[src/rtl/decryption.sv]
// XOR-cipher decryption engine.
// Reads a ciphertext buffer of explicit length and a zero-terminated repeating
// key from two small combinational-read memories. It writes the recovered
// plaintext to a plaintext memory and appends a 0x00 terminator at address len.
// Ciphertext bytes may legitimately be 0x00, so the run length comes from
// cipher_len, which is latched when start is accepted.
module decryption #(
   parameter int ADDR_W = 4,
   parameter int DATA_W = 8
) (
   input  logic              clk,
   input  logic              rst,
   input  logic              start,
   input  logic [ADDR_W-1:0] cipher_len,
   input  logic [DATA_W-1:0] cipher_data,
   input  logic [DATA_W-1:0] key_data,
   output logic [ADDR_W-1:0] cipher_addr_ctr,
   output logic [ADDR_W-1:0] key_addr_ctr,
   output logic              plain_w_en,
   output logic [ADDR_W-1:0] plain_addr,
   output logic [DATA_W-1:0] plain_data,
   output logic              busy,
   output logic              finished,
   output logic              key_error
);

   typedef enum logic [2:0] {
      S_IDLE  = 3'd0,
      S_CHECK = 3'd1,
      S_XOR   = 3'd2,
      S_TERM  = 3'd3,
      S_DONE  = 3'd4
   } state_t;

   state_t            state_reg, state_next;
   logic [ADDR_W-1:0] cipher_ctr_reg, cipher_ctr_next;
   logic [ADDR_W-1:0] key_ctr_reg, key_ctr_next;
   logic [ADDR_W-1:0] len_reg, len_next;
   logic              key_err_reg, key_err_next;

   // A zero key byte marks the end of the key: at address 0 it means an empty
   // key, and anywhere else it means the key must wrap back to address 0.
   logic              key_end;
   // The current cipher address is the final byte of the run. This is only
   // used in XOR, which is never entered with a zero length.
   logic              last_byte;
   logic [ADDR_W-1:0] len_last;

   assign key_end   = (key_data == '0);
   assign len_last  = len_reg - ADDR_W'(1);
   assign last_byte = (cipher_ctr_reg == len_last);

   assign cipher_addr_ctr = cipher_ctr_reg;
   assign key_addr_ctr    = key_ctr_reg;
   assign key_error       = key_err_reg;

   // State, address counters, latched length and key-error flag.
   always_ff @(posedge clk or posedge rst) begin
      if (rst) begin
         state_reg      <= S_IDLE;
         cipher_ctr_reg <= '0;
         key_ctr_reg    <= '0;
         len_reg        <= '0;
         key_err_reg    <= 1'b0;
      end else begin
         state_reg      <= state_next;
         cipher_ctr_reg <= cipher_ctr_next;
         key_ctr_reg    <= key_ctr_next;
         len_reg        <= len_next;
         key_err_reg    <= key_err_next;
      end
   end

   // Next-state and counter update logic.
   always_comb begin
      state_next      = state_reg;
      cipher_ctr_next = cipher_ctr_reg;
      key_ctr_next    = key_ctr_reg;
      len_next        = len_reg;
      key_err_next    = key_err_reg;

      case (state_reg)
         // IDLE and DONE both accept a new request. A restart from DONE
         // behaves exactly like a start from IDLE.
         S_IDLE, S_DONE: begin
            if (start) begin
               len_next        = cipher_len;
               cipher_ctr_next = '0;
               key_ctr_next    = '0;
               key_err_next    = 1'b0;
               state_next      = S_CHECK;
            end
         end

         // key_addr_ctr is 0 here. An empty key aborts the run without
         // any write. A zero length skips straight to the terminator.
         S_CHECK: begin
            if (key_end) begin
               key_err_next = 1'b1;
               state_next   = S_DONE;
            end else if (len_reg == '0) begin
               state_next = S_TERM;
            end else begin
               state_next = S_XOR;
            end
         end

         // One plaintext byte per cycle. When the key terminator is hit,
         // one bubble cycle rewinds the key address and holds the cipher
         // address.
         S_XOR: begin
            if (key_end) begin
               key_ctr_next = '0;
            end else begin
               cipher_ctr_next = cipher_ctr_reg + ADDR_W'(1);
               key_ctr_next    = key_ctr_reg + ADDR_W'(1);
               if (last_byte) begin
                  state_next = S_TERM;
               end
            end
         end

         S_TERM: begin
            state_next = S_DONE;
         end

         default: begin
            state_next = S_IDLE;
         end
      endcase
   end

   // Plaintext write port and status outputs, decoded from the current state.
   always_comb begin
      plain_w_en = 1'b0;
      plain_addr = '0;
      plain_data = '0;
      busy       = 1'b0;
      finished   = 1'b0;

      case (state_reg)
         S_CHECK: begin
            busy = 1'b1;
         end

         S_XOR: begin
            busy = 1'b1;
            if (!key_end) begin
               plain_w_en = 1'b1;
               plain_addr = cipher_ctr_reg;
               plain_data = cipher_data ^ key_data;
            end
         end

         // The terminator goes right after the last plaintext byte.
         S_TERM: begin
            busy       = 1'b1;
            plain_w_en = 1'b1;
            plain_addr = len_reg;
            plain_data = '0;
         end

         S_DONE: begin
            finished = 1'b1;
         end

         default: begin
            plain_w_en = 1'b0;
         end
      endcase
   end

endmodule

[config.mk]
export PLATFORM = sky130hd
export DESIGN_NAME = decryption
export DESIGN_NICKNAME = d
export VERILOG_FILES = /design/src/rtl/decryption.sv
export SDC_FILE = /design/constraint.sdc
export NUM_CORES = 1
export LEC_CHECK = 0
export ABC_AREA = 1
export CAP_MARGIN = 20
export CORE_UTILIZATION = 38
export DETAILED_ROUTE_END_ITERATION = 10
export PLACE_DENSITY = 0.76
export SLEW_MARGIN = 20
export SYNTH_ARGS = -nofsm -noshare
export SYNTH_HDL_FRONTEND = slang
export SYNTH_SLANG_ARGS = --single-unit
[constraint.sdc]
create_clock -name clk -period 1.5 [get_ports clk]
set_input_delay 0.3 -clock clk [delete_from_list [all_inputs] [get_ports clk]]
set_output_delay 0.3 -clock clk [all_outputs]
set_load 0.01 [all_outputs]
==> run metrics <==
Clock Sinks 16; row count 19; Detailed Place HPWL 2583 microns; Crit Path Class register to primary output; Syn-to-layout area delta 98.87%; setup ws final -0.4443 ns; number of synthesized register bits 16; Syn Inst Count 154; CTS tree yes; Reg-to-Reg End state_reg[2]; Critical Path Source state_reg[2]; Worst VDD drop around 1.4 mV; crit share post-route 1.296; Global Route Usage Sum 0.2445; Root Buffer Master clkbuf_4; violated checks negative setup slack; drt drc 0; Die Height 56.07 microns; placed cell areas just under 2000 sq um; Multi-input gate area 804.5 sq um; Worst Hold Class primary input to async pin; crit path to plain_data[7]; FF+latch area around 400 sq um; DIE WIDTH 56.07 microns; Mapped Nets 181; global-route wire length before repair around 6000 microns; Max Cap Viol 0; status finished, violations left; commonest non-fill, non-tap cell in the layout buf_4; Worst Setup End Kind primary output; Longest Clk Path Bufs 2; routed via count 1403; unrepaired setup endpoints after global routing yes; design area 2210 sq um; first drt pass iteration count 4; Max Clock Skew 0.009475 ns; IO Port Bufs 46; layout cells sized above 1 0.4246; worst r2r src len_reg[0]; critical-path maximum fanout 4; antenna cells 0; sequential share of the synthesized area 0.3604; Initial DRC Count 36; overall power around 4000 uW; Leakage 0.001127 uW; pin count of the biggest net entering global routing 17; cts bufs inserted 3; worst endpoint required time around 1.2 ns; H-tree levels 1; later-pin clock latency in the skew report 0.31 ns; minimum clock period 1.944 ns; Ports 47; routability cong. 0.8946; Final Max Slew Viols 0; wire per inst 13.92 microns; initial antenna violation count 0; Worst R2R Path Depth 12; WL final 3938 microns; Place WS -0.8062 ns; Initial Util 0.4029; CORE AREA 2758 sq um; via/cell ratio between 4 and 5; vias in the first global route 1464; fmax approximately 500 MHz; fill count around 180; Final ANT Viol Nets 0; Rel. slew slack 0.8083; Worst EP arrival 1.64 ns; highest-count cells in the layout ignoring fill and taps buf_4 (44), nand2_1 (35), nor2_1 (17); final setup fails 17; total gr overflow 0; Cell Pwr Density between 1500 and 2000 nW/um^2; startpoint types register; hold_buf cts 0; slack of the worst reg-to-reg path -0.08 ns; worst slew pin tran approximately 0.29 ns; post-synth cell types 22; syn avg cell area between 7 and 8 sq um; NumNets Final 280; Final Hold Vio Count 0; Yosys Warn Count 0; die area 3144 sq um; Syn Std Cell Area approximately 1100 sq um; Clk pin slew, worst setup/hold paths 0.11 ns
[what timing repair did]
item                                    CTS  global route
resized for setup                       100            20
pin swaps                                 8            10
endpoints found under the setup margin   30            25
gates cloned                              1             0
setup buffers                            11             4
[critical path, stage by stage (launching register included)]
cell	delay [ns]
dfrtp_1	0.41
inv_2	0.08
nand2_4	0.05
nor2_4	0.10
inv_2	0.06
nor2_4	0.12
inv_4	0.06
bufbuf_16	0.27
nor2_4	0.08
buf_6	0.10
[Yosys cell counts]
| library cell | number | share of area |
|---|---|---|
| inv_1 | 16 | 0.054 |
| o21ai_1 | 1 | 0.0045 |
| nand2_1 | 38 | 0.13 |
| xor2_1 | 3 | 0.024 |
| nand2_2 | 2 | 0.011 |
| inv_2 | 2 | 0.0068 |
| dfrtp_1 | 16 | 0.36 |
| nor2_1 | 30 | 0.10 |
| xnor2_1 | 9 | 0.071 |
| a22o_1 | 2 | 0.016 |
| nand3_1 | 7 | 0.032 |
| o22ai_2 | 1 | 0.011 |
| ha_1 | 4 | 0.045 |
| o21ai_0 | 6 | 0.027 |
| a21oi_1 | 7 | 0.032 |
| nor2_4 | 3 | 0.030 |
| o31ai_1 | 1 | 0.0068 |
| o22ai_1 | 2 | 0.011 |
| o21ai_2 | 1 | 0.0079 |
| or2_2 | 1 | 0.0056 |
| buf_6 | 1 | 0.010 |
| nor3_1 | 1 | 0.0045 |
[per-layer routing]
layer / global-route usage / vias to the layer above / part of all wire
met5: 0 / - / 0
met4: 0.06969 / 0 / 0.0081
met3: 0.04651 / 6 / 0.059
met2: 0.4694 / 56 / 0.55
met1: 0.2692 / 660 / 0.38
li1: - / 681 / -
[layout make-up]
cell class,instances,area share
repair buffers,95,0.3879
multi-input cells,119,0.3641
flip-flops and latches,16,0.1812
inverters,18,0.03284
well taps,31,0.01755
clock buffers,4,0.01642
[per-stage QoR]
step | hold slack (ns) | utilization | cells | setup TNS, ns
6_report | 0.2981 | 0.8013 | 283 | -5.507
5_1_grt | 0.3328 | 0.8013 | 283 | -6.620
4_1_cts | 0.3112 | 0.7736 | 282 | -4.957
3_5_place_dp | 0.5015 | 0.7069 | 266 | -12.62
3_3_place_gp | 0.4910 | 0.7069 | 266 | -12.02
2_1_floorplan | 0.2137 | - | 154 | -0.09167
[kinds of logic (layout without fill, tap and decap cells)]
kind of cell | count (synthesis) | in the layout | share of synthesized area
adder cells (fa/ha/maj) | 4 | 4 | 0.04505
AO/OA/AOI/OAI | 21 | 21 | 0.1160
flip-flops | 16 | 16 | 0.3604
buffers and inverters | 19 | 117 | 0.07095
XOR/XNOR | 12 | 12 | 0.09460
AND/OR/NAND/NOR | 82 | 82 | 0.3131
[worst min-delay path by stage]
stage,to,startpoint
final,state_reg[1],rst
after global routing,key_error,rst
after CTS,key_error,rst
after detailed placement,key_error,key_error
after global placement,key_error,key_error
after floorplan,cipher_addr_ctr[0],rst
[power breakdown]
| part | switching (uW) | leakage (uW) | internal [uW] |
|---|---|---|---|
| combinational | 1500 | 0.000903 | 1550 |
| clock | 160 | 0.0000210 | 149 |
| sequential | 103 | 0.000202 | 589 |
(Power assumes the default switching activity.)
